--- src/rtl/conv_1x1_pass_scheduler.sv ---
// conv_1x1_pass_scheduler
//
// Sequences a 1x1 convolution as one pass per output channel. Each pass
// first streams that channel's CHANNEL_NUM_IN weights out of weight memory
// into the conv core. It then enables the pixel loop for
// IMAGE_SIZE*CHANNEL_NUM_IN accepted pixel beats. Finally it waits until the
// channel adder has produced IMAGE_SIZE results.
//
// Ports
//   clk              rising-edge clock for all state
//   reset            synchronous, active-high
//   start            run request, honoured only while idle
//   weight_rd_en     weight memory read strobe
//   weight_addr      weight memory address (out_ch*CHANNEL_NUM_IN + i)
//   weight_rd_data   weight memory data, one cycle after the strobe
//   valid_weight_out weight beat to the conv core (strobe delayed one cycle)
//   weight_out       weight word, straight from weight_rd_data
//   pxl_en           enables the pixel loop source during STREAM
//   pxl_beat         one pixel beat accepted by the conv core
//   res_valid        one finished output pixel from the channel adder
//   out_ch           index of the pass in progress
//   busy             high whenever the scheduler is not idle
//   pass_done        one-cycle pulse as each pass completes
//   done             one-cycle pulse after the last pass
module conv_1x1_pass_scheduler #(
  parameter int DATA_WIDTH      = 32,
  parameter int CHANNEL_NUM_IN  = 256,
  parameter int CHANNEL_NUM_OUT = 48,
  parameter int IMAGE_SIZE      = 4096,
  parameter int ADDR_WIDTH      = 14,
  localparam int OUT_W = (CHANNEL_NUM_OUT > 1) ? $clog2(CHANNEL_NUM_OUT) : 1
) (
  input  logic                  clk,
  input  logic                  reset,
  input  logic                  start,
  output logic                  weight_rd_en,
  output logic [ADDR_WIDTH-1:0] weight_addr,
  input  logic [DATA_WIDTH-1:0] weight_rd_data,
  output logic                  valid_weight_out,
  output logic [DATA_WIDTH-1:0] weight_out,
  output logic                  pxl_en,
  input  logic                  pxl_beat,
  input  logic                  res_valid,
  output logic [OUT_W-1:0]      out_ch,
  output logic                  busy,
  output logic                  pass_done,
  output logic                  done
);

  localparam int IDX_W     = (CHANNEL_NUM_IN > 1) ? $clog2(CHANNEL_NUM_IN) : 1;
  localparam int PXL_TOTAL = IMAGE_SIZE * CHANNEL_NUM_IN;
  localparam int PXL_W     = $clog2(PXL_TOTAL + 1);
  localparam int RES_W     = $clog2(IMAGE_SIZE + 1);

  localparam logic [IDX_W-1:0] IDX_LAST = IDX_W'(CHANNEL_NUM_IN - 1);
  localparam logic [PXL_W-1:0] PXL_LAST = PXL_W'(PXL_TOTAL - 1);
  localparam logic [RES_W-1:0] RES_FULL = RES_W'(IMAGE_SIZE);
  localparam logic [OUT_W-1:0] OUT_LAST = OUT_W'(CHANNEL_NUM_OUT - 1);

  typedef enum logic [2:0] {
    IDLE,
    LOAD_W,
    STREAM,
    DRAIN,
    FINISH
  } state_t;

  state_t                state_q;
  logic [IDX_W-1:0]      idx_q;
  logic [PXL_W-1:0]      pxlCnt_q;
  logic [RES_W-1:0]      resCnt_q;
  logic [RES_W-1:0]      resCnt_d;
  logic [OUT_W-1:0]      outCh_q;
  logic [ADDR_WIDTH-1:0] addr_q;
  logic                  rdEn_q;
  logic                  validWeight_q;
  logic                  pxlEn_q;
  logic                  busy_q;
  logic                  passDone_q;
  logic                  done_q;
  logic                  resAccept;

  // Results count only while a pass is streaming or draining. The count
  // saturates at IMAGE_SIZE so that surplus beats are dropped. DRAIN tests
  // the next-state count, which lets the beat that completes the pass end
  // it in the same cycle.
  always_comb begin
    resAccept = res_valid && ((state_q == STREAM) || (state_q == DRAIN)) &&
                (resCnt_q != RES_FULL);
    resCnt_d  = resCnt_q + RES_W'(resAccept);
  end

  // Main pass FSM with registered outputs. Weight addresses run contiguously
  // across passes, so the next pass's base is the previous last address + 1.
  // No multiplier is needed for that.
  always_ff @(posedge clk) begin
    if (reset) begin
      state_q       <= IDLE;
      idx_q         <= '0;
      pxlCnt_q      <= '0;
      resCnt_q      <= '0;
      outCh_q       <= '0;
      addr_q        <= '0;
      rdEn_q        <= 1'b0;
      validWeight_q <= 1'b0;
      pxlEn_q       <= 1'b0;
      busy_q        <= 1'b0;
      passDone_q    <= 1'b0;
      done_q        <= 1'b0;
    end else begin
      validWeight_q <= rdEn_q;
      passDone_q    <= 1'b0;
      done_q        <= 1'b0;
      case (state_q)
        IDLE: begin
          if (start) begin
            state_q  <= LOAD_W;
            idx_q    <= '0;
            pxlCnt_q <= '0;
            resCnt_q <= '0;
            outCh_q  <= '0;
            addr_q   <= '0;
            rdEn_q   <= 1'b1;
            busy_q   <= 1'b1;
          end
        end
        LOAD_W: begin
          // The strobe is already high on entry. The last strobe hands over
          // to STREAM, so the final weight beat lands in STREAM's first cycle.
          if (idx_q == IDX_LAST) begin
            rdEn_q  <= 1'b0;
            pxlEn_q <= 1'b1;
            state_q <= STREAM;
          end else begin
            idx_q  <= idx_q + IDX_W'(1);
            addr_q <= addr_q + ADDR_WIDTH'(1);
          end
        end
        STREAM: begin
          resCnt_q <= resCnt_d;
          if (pxl_beat) begin
            pxlCnt_q <= pxlCnt_q + PXL_W'(1);
            if (pxlCnt_q == PXL_LAST) begin
              pxlEn_q <= 1'b0;
              state_q <= DRAIN;
            end
          end
        end
        DRAIN: begin
          resCnt_q <= resCnt_d;
          if (resCnt_d == RES_FULL) begin
            passDone_q <= 1'b1;
            if (outCh_q == OUT_LAST) begin
              done_q  <= 1'b1;
              state_q <= FINISH;
            end else begin
              outCh_q  <= outCh_q + OUT_W'(1);
              idx_q    <= '0;
              pxlCnt_q <= '0;
              resCnt_q <= '0;
              addr_q   <= addr_q + ADDR_WIDTH'(1);
              rdEn_q   <= 1'b1;
              state_q  <= LOAD_W;
            end
          end
        end
        FINISH: begin
          busy_q  <= 1'b0;
          outCh_q <= '0;
          addr_q  <= '0;
          state_q <= IDLE;
        end
        default: begin
          state_q <= IDLE;
        end
      endcase
    end
  end

  // Output wiring. Only weight_out is combinational, taken from memory data.
  always_comb begin
    weight_rd_en     = rdEn_q;
    weight_addr      = addr_q;
    valid_weight_out = validWeight_q;
    weight_out       = weight_rd_data;
    pxl_en           = pxlEn_q;
    out_ch           = outCh_q;
    busy             = busy_q;
    pass_done        = passDone_q;
    done             = done_q;
  end

endmodule

--- config.mk ---
export PLATFORM = sky130hd
export DESIGN_NAME = conv_1x1_pass_scheduler
export DESIGN_NICKNAME = d
export VERILOG_FILES = /design/src/rtl/conv_1x1_pass_scheduler.sv
export SDC_FILE = /design/constraint.sdc
export NUM_CORES = 1
export LEC_CHECK = 0
export ABC_AREA = 1
export BUFFER_PORTS_ARGS = -buffer_cell sky130_fd_sc_hd__buf_4
export CAP_MARGIN = 20
export CORE_MARGIN = 2
export CORE_UTILIZATION = 45
export DETAILED_ROUTE_END_ITERATION = 10
export PLACE_DENSITY = 0.79
export SKIP_LAST_GASP = 1
export SYNTH_ARGS = -nofsm -noshare
export SYNTH_HDL_FRONTEND = slang
export SYNTH_SLANG_ARGS = --single-unit
--- constraint.sdc ---
create_clock -name clk -period 3.88 [get_ports clk]
set_input_delay 0.776 -clock clk [delete_from_list [all_inputs] [get_ports clk]]
set_output_delay 0.776 -clock clk [all_outputs]
set_load 0.02 [all_outputs]
**Word level (Yosys, flattened, before mapping)**

Index checks and enable logic that the tools add are counted.

- Bits of input ports: 37
- Bits in registers: 71
- Logic and storage cells: 98
- Output and inout bits: 58

- Equal/unequal tests: 16
- Add/subtract/negate cells: 5
- Mux-type cells: 42
- Reduce and logical (&&, ||, !) cells: 21
- Bitwise gates (word level): 2

Operators by type and width:

| cell | count |
|---|---|
| $mux W21 | 4 |
| $pmux W21 S3 | 1 |
| $mux W14 | 4 |
| $pmux W14 S4 | 1 |
| $mux W13 | 3 |
| $pmux W13 S3 | 1 |
| $mux W8 | 4 |
| $reduce_and A5 Y1 | 5 |
| $pmux W8 S3 | 1 |
| $add A21 B1 Y21 const B | 1 |
| $eq A21 B20 Y1 const B | 1 |
| $mux W3 | 6 |
| $mux W6 | 3 |
| $pmux W6 S3 | 1 |
| $add A14 B1 Y14 const B | 1 |
| $add A13 B1 Y13 | 1 |
| $eq A13 B13 Y1 const B | 1 |
| $ne A13 B13 Y1 const B | 1 |
| $pmux W3 S4 | 1 |
| $ne A2 B2 Y1 const B | 5 |
| $mux W1 | 9 |
| $reduce_bool A3 Y1 | 3 |
| $add A8 B1 Y8 const B | 1 |
| $eq A8 B8 Y1 const B | 1 |
| other kinds (18) | 26 |

**Logic depth before layout (Yosys ltp)**

Gate-level depths: netlist of the first run.

- Depth after elaboration: 8
- Depth in mapped cells: 21
- Depth with buffers taken out: 20

**Worst setup path before layout of the first run**

No wires, ideal clock.

- Path kind: register to register
- Start point: reg state_q[1]
- End point: reg addr_q[5], in the netlist weight_addr[5]
- Path buffers: 1
- Setup slack: 1.002 ns
- Arrival time: 2.746 ns
- Stages on the path, launching flop included: 19
- Library setup time: 0.132 ns
- Required time: 3.748 ns
- Period minus slack after synthesis: 2.878 ns
- Path through: dfxtp_1 > inv_1 > nor2_1 > nand2_1 > a41oi_1 > ha_1 > ha_1 > or2_2 > nor2_1 > nand3_1 > nor2_1 > nand2_1 > nor2_1 > nand3_2 > nand2_4 > nand3_2 > buf_2 > nand2_1 > a21oi_1

- Longest elaborated chain between the ends: 8
- Elaborated cells between the ends (all ways): 17
- Those cells by class: add/sub (1); eq/ne (9); mux (1); reduce/logical (6)

Ends and longest elaborated chain:

| what | RTL line | text |
|---|---|---|
| from (decl) | 68 | `state_t state_q;` |
| from (signal assigned) | 98 | `state_q <= IDLE;` |
| from (signal assigned) | 117 | `state_q <= LOAD_W;` |
| from (signal assigned) | 133 | `state_q <= STREAM;` |
| $eq A3 B2 Y1 (on tied branches) | 88, 114 |  |
| $logic_or A1 B1 Y1 | 88 | `resAccept = res_valid && ((state_q == STREAM) \|\| (state_q == DRAIN)) &&` |
| $logic_and A1 B1 Y1 (2 in series) | 88 |  |
| $add A13 B1 Y13 | 90 | `resCnt_d = resCnt_q + RES_W'(resAccept);` |
| $eq A13 B13 Y1 | 151 | `if (resCnt_d == RES_FULL) begin` |
| $ne A2 B1 Y1 (no line) | - |  |
| $reduce_and A5 Y1 (no line) | - |  |
| to (signal assigned) | 136 | `addr_q <= addr_q + ADDR_WIDTH'(1);` |
| to (signal assigned) | 161 | `addr_q <= addr_q + ADDR_WIDTH'(1);` |
| to (decl) | 74 | `logic [ADDR_WIDTH-1:0] addr_q;` |

Several ways; a longest one is shown, not always the timed one.
A chain may end at the register's enable or synchronous reset.

**Final worst setup path of the first run**

- Start point: reg resCnt_q[8]
- End point: reg pxlCnt_q[13]

- Longest elaborated chain between the ends: 6

Ends and longest elaborated chain:

| what | RTL line | text |
|---|---|---|
| from (decl) | 71 | `logic [RES_W-1:0] resCnt_q;` |
| from (signal assigned) | 140 | `resCnt_q <= resCnt_d;` |
| from (signal assigned) | 150 | `resCnt_q <= resCnt_d;` |
| $ne A13 B13 Y1 | 89 | `(resCnt_q != RES_FULL);` |
| $logic_and A1 B1 Y1 | 88 |  |
| $add A13 B1 Y13 (*) | 90 |  |
| $eq A13 B13 Y1 (*) | 151 |  |
| $ne A2 B1 Y1 (no line) (*) | - |  |
| $reduce_and A5 Y1 (no line) (*) | - |  |
| to (signal assigned) | 142 | `pxlCnt_q <= pxlCnt_q + PXL_W'(1);` |
| to (decl) | 70 | `logic [PXL_W-1:0] pxlCnt_q;` |

Every way passes the cells marked *; elsewhere a longest branch is shown, timed or not.

==> summary.md, run 1 <==
| Metric | Value |
|---|---|
| Worst-case clock buffer depth | 2 |
| Final std cells w/o fill | 855 |
| Final worst slack | 0.4121 ns |
| Largest net degree at the start of global routing | 63 |
| CTS Sinks | 71 |
| Antenna diode count | 0 |
| Skew-Pair Late Insertion Delay | 0.35 ns |
| Mux cell area share after synthesis | 0% |
| Seq/Total Area, Yosys | 30.17% |
| RSZ-0062 raised after global routing | no |
| Routed WL per cell | 12.47 um |
| Final setup fails | 0 |
| Pwr/cell area | 417.8 nW/um2 |
| Main combinational cell family by area after synthesis | simple AND/OR/NAND/NOR gates |
| Switch Pwr | 0.0008476 W |
| Post-synthesis adder-cell area fraction | 1.859% |
| Sw Share | 41.12% |
| Post-synth EDFFs | 0 |
| Peak VDD IR | 0.3798 mV |
| GRT Total Usage | 19.93% |
| Synth Area in Simple Gates | 41.20% |
| Setup_tns | 0 ns |
| Cts repair resizes | 0 |
| Synth Area in Compound Gates | 8.154% |
| Final worst path period share | 89.38% |
| Initial antenna violation count | 0 |
| Rel. slew slack | 50.60% |
| CTS tree | yes |
| CTS hold repair buffers | 0 |
| Top cell type by total area after synthesis | dfxtp_1 |
| Post-route cell area | 4933 um2 |
| Drt initial violations | 254 |
| Internal | 0.001214 W |
| First-pass iteration count of the detailed router | 5 |
| Yosys warnings | 0 |
| Post-synth top cells | nand2_1, nor2_1, dfxtp_1 |
| Vias | 4464 |
| Gr ovfl total | 0 |
| First-pass GRT wire length | 18750 um |
| Detail Route Antenna Nets | 0 |
| Skew final | 0.01222 ns |
| Die width | 106.3 um |
| Worst hold slack | 0.4770 ns |
| Synthesized cell area | 4711 um2 |
| Status | finished clean |
| Worst min path class | flip-flop to flip-flop |
| Post-synthesis cell type count | 35 |
| Clock network power share | 26.1% |
| Tmin final | 3.468 ns |
| I/O Buffers | 30 |
| CP Capture Type | flip-flop |
| I/O pins | 95 |
| Syn Nets | 771 |
| Reg clk slew, reported paths | 0.08 ns |
| Average size of a mapped cell | 6.480 um2 |
| GP Congestion | 0.9293 |
| DP Area | 4758 um2 |
| Final Hold Fails | 0 |
| Crit start category | flip-flop |
| Main synth FF type | dfxtp_1 |
| Final slew viol count | 0 |
| Number of global-route vias before repair | 4060 |
| Nets | 758 |
| Starting density of the core | 46.04% |
| CTS Buf Count | 9 |
| WP data required | 4.08 ns |
| Synth Instances | 727 |
| Most common cell in the netlist | nand2_1 |
| Via density | 5.221 |
| Area growth, synth to finish | 4.728% |
| Worst-margin pin slew | 0.7410 ns |
| Achievable Freq | 288.4 MHz |
| Post-DP HPWL | 7312 um |
| Die area | 11300 um2 |
| Clk root buf | clkbuf_8 |
| H-tree depth | 3 |
| Rows | 37 |
| DRC Markers | 0 |
| Leak | 1.763 nW |
| Post-CTS Setup Bufs | 0 |
| Post-Route WL | 10670 um |
| Dpl ws | 0.2974 ns |
| Comb pwr share | 33.8% |
| Critical path type | flip-flop to flip-flop |
| Core area | 10230 um2 |
| Main area contributors after synthesis | dfxtp_1, nand2_1, nor2_1, nand4_1, a21oi_1 |
| Placed cells | 839 |
| Top-area cell type share of the netlist area | 30.17% |
| Die Y | 106.3 um |
| Part of the power in registers | 40.1% |
| Synthesized flop and latch total | 71 |
| CP Data Arrival Time | 3.67 ns |
| Synth Area in XOR/XNOR | 5.578% |
| Share of synthesized registers carrying an async set or reset | 0% |
| Critical Path Fanout Max | 33 |
| MaxCap Viol Count | 0 |
| Layout cells sized above 1 | 10.99% |
flip-flops by register name, summed over array words and instances (netlist names):
signal            flops
busy                  1
done                  1
idx_q                 8
out_ch                6
pass_done             1
pxlCnt_q             21
pxl_en                1
resCnt_q             13
state_q               3
valid_weight_out      1
weight_addr          14
weight_rd_en          1
stage by stage:
step | total power [W] | utilization, %
2_1_floorplan | 0.001416 | -
4_1_cts | 0.002065 | 48.22
5_1_grt | 0.002193 | 48.22
6_report | 0.002061 | 48.22
3_3_place_gp | 0.001528 | 46.51
3_5_place_dp | 0.001531 | 46.51
logic make-up after synthesis:
| group | after synthesis |
|---|---|
| compound gates | 74 |
| fa+ha+maj | 7 |
| buf+inv | 119 |
| xor+xnor | 30 |
| flops | 71 |
| simple gates | 426 |
metal layers:
metal,track usage [%],part of all wire [%],vias to the layer above,routed length (um)
li1,-,-,2331,-
met1,27.93,50,1987,5325
met2,30.95,43,140,4561
met3,3.740,6.1,6,654
met4,6.203,1.2,0,124
met5,0,0,-,0
power groups by stage:
stage	sequential, W	combinational, W	clock (W)
4_1_cts	0.000827	0.000691	0.000547
6_report	0.000827	0.000697	0.000537
3_5_place_dp	0.000844	0.000687	0
3_3_place_gp	0.000841	0.000686	0
2_1_floorplan	0.000861	0.000554	0
5_1_grt	0.000834	0.000782	0.000578
final timing paths:
| check | slack, ns | start | cells after the start | end |
|---|---|---|---|---|
| max | 0.41 | resCnt_q[8] | 15 | pxlCnt_q[13] |
| min | 0.48 | weight_rd_en | 2 | valid_weight_out |
| max reg2reg | 0.41 | resCnt_q[8] | 15 | pxlCnt_q[13] |
| min reg2reg | 0.48 | weight_rd_en | 2 | valid_weight_out |
area by class of cell:
class	instances	area, um2
fill	1023	5298
multi-input combinational	537	2675
sequential	71	1421
timing repair buffer	36	270.3
inverter	59	221.5
tap	136	170.2
clock buffer	11	141.4
clock inverter	5	33.78
critical path, cell delays in order (launching register included):
cell and delay [ns]:
dfxtp_1 0.36, nor4_1 0.37, a41oi_1 0.20, ha_1 0.23
ha_1 0.29, or2_2 0.30, nor2_1 0.11, nand3_1 0.09
nor2_1 0.09, nand2_1 0.05, nor2_1 0.10, nand3_2 0.12
nand2_4 0.31, nand3_2 0.44, nand2_1 0.17, a21oi_1 0.08
cells in the final DEF, fill, tap and decap left out:
| master | instances |
|---|---|
| nor3_2 | 1 |
| o2111ai_1 | 1 |
| clkinv_1 | 1 |
| clkinv_2 | 2 |
| o21ai_1 | 1 |
| xnor2_1 | 8 |
| o21bai_1 | 1 |
| inv_1 | 54 |
| nor2_2 | 5 |
| nand2_1 | 191 |
| nand4_1 | 50 |
| nor2_4 | 3 |
| a21oi_2 | 1 |
| nor4_1 | 6 |
| nand4_2 | 1 |
| nand2_2 | 3 |
| a21oi_1 | 62 |
| nand2_4 | 2 |
| xor2_1 | 22 |
| ha_1 | 7 |
| nor2_1 | 94 |
| clkinvlp_4 | 2 |
| nand3_1 | 41 |
| nand3_2 | 5 |
| buf_4 | 36 |
| clkinv_4 | 1 |
| clkbuf_1 | 1 |
| a41oi_1 | 1 |
| inv_2 | 4 |
| nand3b_1 | 1 |
| clkbuf_8 | 10 |
| dfxtp_1 | 71 |
| nor3b_1 | 4 |
| or2_2 | 3 |
| o21ai_0 | 7 |
| nor3_1 | 16 |
No activity file was read; power rests on OpenSTA's default activity.
==> run 2: changes to the inputs <==
- RECOVER_POWER: not set -> 100
==> summary.md, run 2 (synthesis gave the netlist of run 1 again) <==
| Metric | Value |
|---|---|
| Die area | 11300 um2 |
| CTS Sinks | 71 |
| Worst reg2reg path endpoint | pxlCnt_q[13] |
| Post-route cell area | 4828 um2 |
| Commonest non-fill, non-tap cell in the layout | nand2_1 |
| Most used cell, CP | nor2_1 |
| Final Hold Fails | 0 |
| Rel. slew slack | 51.26% |
| Leak | 1.654 nW |
| Rows | 37 |
| Top register by number of flip-flops | pxlCnt_q |
| Worst-case clock buffer depth | 2 |
| Crit path cell chain | nor4_1 > a41oi_1 > ha_1 > ha_1 > or2_2 > nor2_1 > nand3_1 > nor2_1 > nand2_1 > nor2_1 > nand3_2 > nand2_4 > nand3_2 > nand2_1 > a21oi_1 |
| Clk root buf | clkbuf_8 |
| Post-Route WL | 10700 um |
| Clock network power share | 26.3% |
| Layout cells sized above 1 | 7.093% |
| Worst min path class | flip-flop to flip-flop |
| Skew final | 0.01161 ns |
| WHS Path Cells | 2 |
| Crit start category | flip-flop |
| H-tree depth | 3 |
| Die width | 106.3 um |
| Peak VDD IR | 0.3780 mV |
| Pwr/cell area | 422.1 nW/um2 |
| Internal | 0.001194 W |
| CTS Buf Count | 9 |
| Setup_tns | 0 ns |
| DRC Markers | 0 |
| Reg2reg setup slack | 0.40 ns |
| Switch Pwr | 0.0008438 W |
| Final worst path period share | 89.80% |
| Number of global-route vias before repair | 4060 |
| Skew-Pair Late Insertion Delay | 0.35 ns |
| Drt initial violations | 308 |
| GP Congestion | 0.9293 |
| Final slew viol count | 0 |
| Reg clk slew, reported paths | 0.08 ns |
| Antenna diode count | 0 |
| Most frequent cells in the layout | nand2_1, nor2_1, dfxtp_1, a21oi_1, inv_1 |
| Critical path type | flip-flop to flip-flop |
| RSZ-0062 raised after global routing | no |
| Sw Share | 41.41% |
| Core area | 10230 um2 |
| DP Area | 4758 um2 |
| I/O pins | 95 |
| Critical R2R Launch | resCnt_q[8] |
| Comb pwr share | 33.2% |
| Tmin final | 3.484 ns |
| Gr ovfl total | 0 |
| Die Y | 106.3 um |
| MaxCap Viol Count | 0 |
| Achievable Freq | 287.0 MHz |
| Worst-margin pin slew | 0.7311 ns |
| Critical Path Fanout Max | 33 |
| Slowest stage cell on the critical path | nand3_2 |
| Vias | 4485 |
| Final setup fails | 0 |
| Largest register FFs | 21 |
| Part of the power in registers | 40.5% |
| Via density | 5.246 |
| Post-CTS Setup Bufs | 0 |
| Hold endpoint | valid_weight_out |
| Routed WL per cell | 12.51 um |
| First-pass GRT wire length | 18750 um |
| Starting density of the core | 46.04% |
| Post-DP HPWL | 7312 um |
| Hold_sp | weight_rd_en |
| Nets | 758 |
| CP Data Arrival Time | 3.69 ns |
| Detail Route Antenna Nets | 0 |
| R2R depth | 15 |
| Status | finished clean |
| First-pass iteration count of the detailed router | 5 |
| GRT Total Usage | 19.93% |
| Cts repair resizes | 0 |
| I/O Buffers | 30 |
| Initial antenna violation count | 0 |
| WP data required | 4.08 ns |
| CTS hold repair buffers | 0 |
| Area growth, synth to finish | 2.497% |
| CTS tree | yes |
| Crit-path max cell delay | 0.44 ns |
| Largest net degree at the start of global routing | 63 |
| CP Capture Type | flip-flop |
run 2: through the flow:
| stage | std cells | hold WS, ns | util, % | worst slack [ns] | total power (W) |
|---|---|---|---|---|---|
| 5_1_grt | 855 | 0.5068 | 47.19 | 0.005467 | 0.002174 |
| 3_5_place_dp | 839 | 0.4453 | 46.51 | 0.2974 | 0.001531 |
| 2_1_floorplan | 727 | 0.4533 | - | 1.002 | 0.001416 |
| 3_3_place_gp | 839 | 0.4444 | 46.51 | 0.3769 | 0.001528 |
| 4_1_cts | 855 | 0.4724 | 48.22 | 0.4257 | 0.002065 |
| 6_report | 855 | 0.4738 | 47.19 | 0.3959 | 0.002038 |
run 2: routing by layer:
layer	up-vias	GRT usage (%)	share of wire, %
li1	2333	-	-
met5	-	0	0
met2	133	30.95	43
met3	6	3.740	6.7
met4	0	6.203	1.2
met1	2013	27.93	49
run 2: worst max-delay path: cells and delay by family, from the launching register on:
kind | cells | cell delay [ns]
DFF | 1 | 0.36
AOI/OAI and AO/OA | 2 | 0.28
and+or+nand+nor | 11 | 2.15
adders and majority gates | 2 | 0.53
run 2: how the worst max path moves through the flow:
stage	startpoint	endpoint	slack, ns	cells past startpoint
3_5_place_dp	res_valid	pxlCnt_q[13]	0.30	16
3_3_place_gp	res_valid	pxlCnt_q[20]	0.38	16
4_1_cts	state_q[1]	pxlCnt_q[13]	0.43	17
6_report	resCnt_q[8]	pxlCnt_q[13]	0.40	15
2_1_floorplan	state_q[1]	weight_addr[5]	1.00	18
5_1_grt	state_q[1]	pxlCnt_q[15]	0.005	17
run 2: power groups by stage:
| stage | sequential, W | combinational, W | clock, W |
|---|---|---|---|
| floorplan | 0.000861 | 0.000554 | 0 |
| global placement | 0.000841 | 0.000686 | 0 |
| detailed placement | 0.000844 | 0.000687 | 0 |
| CTS | 0.000827 | 0.000691 | 0.000547 |
| global route | 0.000833 | 0.000763 | 0.000578 |
| finish | 0.000826 | 0.000676 | 0.000536 |
run 2: layout make-up:
| class | instances | area (um2) |
|---|---|---|
| clock inverter | 5 | 33.78 |
| sequential | 71 | 1421 |
| clock buffer | 11 | 141.4 |
| fill | 1057 | 5403 |
| timing repair buffer | 36 | 172.7 |
| multi-input combinational | 537 | 2668 |
| inverter | 59 | 221.5 |
| tap | 136 | 170.2 |
==> run 3: changes to the inputs <==
- clock period: 3.88 -> 3.9 ns (I/O delays scaled with it)
==> summary.md, run 3 (synthesis gave the netlist of run 1 again) <==
| Metric | Value |
|---|---|
| Status | finished clean |
| Die area | 11300 um2 |
| First-pass GRT wire length | 18510 um |
| CTS Buf Count | 9 |
| First-pass iteration count of the detailed router | 8 |
| Met1 WL | 5232 um |
| Die width | 106.3 um |
| Part of the power in registers | 40.0% |
| CP Capture Type | flip-flop |
| Via density | 5.284 |
| Area growth, synth to finish | 2.789% |
| Internal | 0.001208 W |
| Peak VDD IR | 0.3545 mV |
| Worst-margin pin slew | 0.7693 ns |
| Worst min path class | flip-flop to flip-flop |
| Post-route cell area | 4842 um2 |
| Initial antenna violation count | 0 |
| Critical Path Fanout Max | 33 |
| Post-DP HPWL | 7329 um |
| RSZ-0062 raised after global routing | no |
| WP data required | 4.12 ns |
| Critical path type | flip-flop to flip-flop |
| Clk root buf | clkbuf_8 |
| Skew-Pair Late Insertion Delay | 0.35 ns |
| Final Hold Fails | 0 |
| CTS tree | yes |
| Gr ovfl total | 0 |
| I/O Buffers | 30 |
| Final slew viol count | 0 |
| GP Congestion | 0.9290 |
| Starting density of the core | 46.04% |
| DRC Markers | 0 |
| Final setup fails | 0 |
| Crit start category | flip-flop |
| Setup_tns | 0 ns |
| Rel. slew slack | 48.71% |
| Commonest non-fill, non-tap cell in the layout | nand2_1 |
| Top register by number of flip-flops | pxlCnt_q |
| Leak | 1.668 nW |
| Pwr/cell area | 424.1 nW/um2 |
| Layout cells sized above 1 | 7.093% |
| Most frequent cells in the layout | nand2_1, nor2_1, dfxtp_1, a21oi_1, inv_1 |
| Skew final | 0.007126 ns |
| Nets | 758 |
| Placed cells | 839 |
| Sw Share | 41.17% |
| Worst-case clock buffer depth | 2 |
| GRT Total Usage | 19.60% |
| Clock network power share | 26.7% |
| Largest register FFs | 21 |
| Drt initial violations | 283 |
| Switch Pwr | 0.0008454 W |
| Metal3 WL | 709 um |
| H-tree depth | 3 |
| CTS Sinks | 71 |
| Final std cells w/o fill | 855 |
| Top Metal Used | met4 |
| Detail Route Antenna Nets | 0 |
| Tmin final | 3.396 ns |
| Core area | 10230 um2 |
| DP Area | 4758 um2 |
| Met2 wire length | 4718 um |
| Achievable Freq | 294.5 MHz |
| Reg clk slew, reported paths | 0.07 ns |
| I/O pins | 95 |
| Number of global-route vias before repair | 4053 |
| CP Data Arrival Time | 3.62 ns |
| Vias | 4518 |
| MaxCap Viol Count | 0 |
| Post-Route WL | 10770 um |
| Final worst path period share | 87.08% |
| Rows | 37 |
| Routed WL per cell | 12.60 um |
| Largest net degree at the start of global routing | 63 |
| Die Y | 106.3 um |
| Comb pwr share | 33.4% |
| Antenna diode count | 0 |
## run 3: per-stage QoR
stage	total power, W	utilization (%)	setup slack (ns)	hold slack (ns)
CTS	0.002072	48.31	0.4306	0.4762
detailed placement	0.001528	46.51	0.2978	0.4536
finish	0.002054	47.33	0.5039	0.4739
floorplan	0.001409	-	1.022	0.4533
global placement	0.001520	46.51	0.3917	0.4445
global route	0.002185	47.33	0.09915	0.5068
## run 3: worst max-delay path: stages, from the launching register on
cell     delay [ns]
dfxtp_1        0.36
nor4_1         0.37
a41oi_1        0.20
ha_1           0.22
ha_1           0.28
or2_2          0.30
nor2_1         0.12
nand3_1        0.09
nor2_1         0.09
nand2_1        0.05
nor2_1         0.10
nand3_2        0.12
nand2_4        0.32
nand2_2        0.21
o21ai_0        0.34
nor2_1         0.09
## run 3: routing by layer
metal | up-vias | track usage, %
li1 | 2321 | -
met1 | 2033 | 27.49
met2 | 155 | 30.77
met3 | 9 | 3.372
met4 | 0 | 5.827
met5 | - | 0
## run 3: path summary, 6_finish.rpt
check / start / slack (ns) / to / cells after the start
worst max-delay path: resCnt_q[8] / 0.50 / idx_q[1] / 15
worst min-delay path: weight_rd_en / 0.47 / valid_weight_out / 2
worst max register to register: resCnt_q[8] / 0.50 / idx_q[1] / 15
worst min register to register: weight_rd_en / 0.47 / valid_weight_out / 2
## run 3: power groups by stage
stage / logic [W] / registers, W / clock network [W]
floorplan: 0.000552 / 0.000857 / 0
global placement: 0.000683 / 0.000837 / 0
detailed placement: 0.000689 / 0.000838 / 0
CTS: 0.000692 / 0.000822 / 0.000559
global route: 0.000766 / 0.000828 / 0.000591
finish: 0.000685 / 0.000821 / 0.000548
## run 3: final cells by class
class / instances / area, um2
Inverter: 59 / 221.5
Clock inverter: 5 / 32.53
Timing Repair Buffer: 36 / 172.7
Clock buffer: 11 / 151.4
Multi-Input combinational cell: 537 / 2673
Fill cell: 1044 / 5389
Sequential cell: 71 / 1421
Tap cell: 136 / 170.2
## run 3: what timing repair did
item / in CTS / in global routing
resized for setup: 0 / 1
setup endpoints to repair: 0 / 1
hold buffers: 0 / 0
buffers inserted: 0 / 0
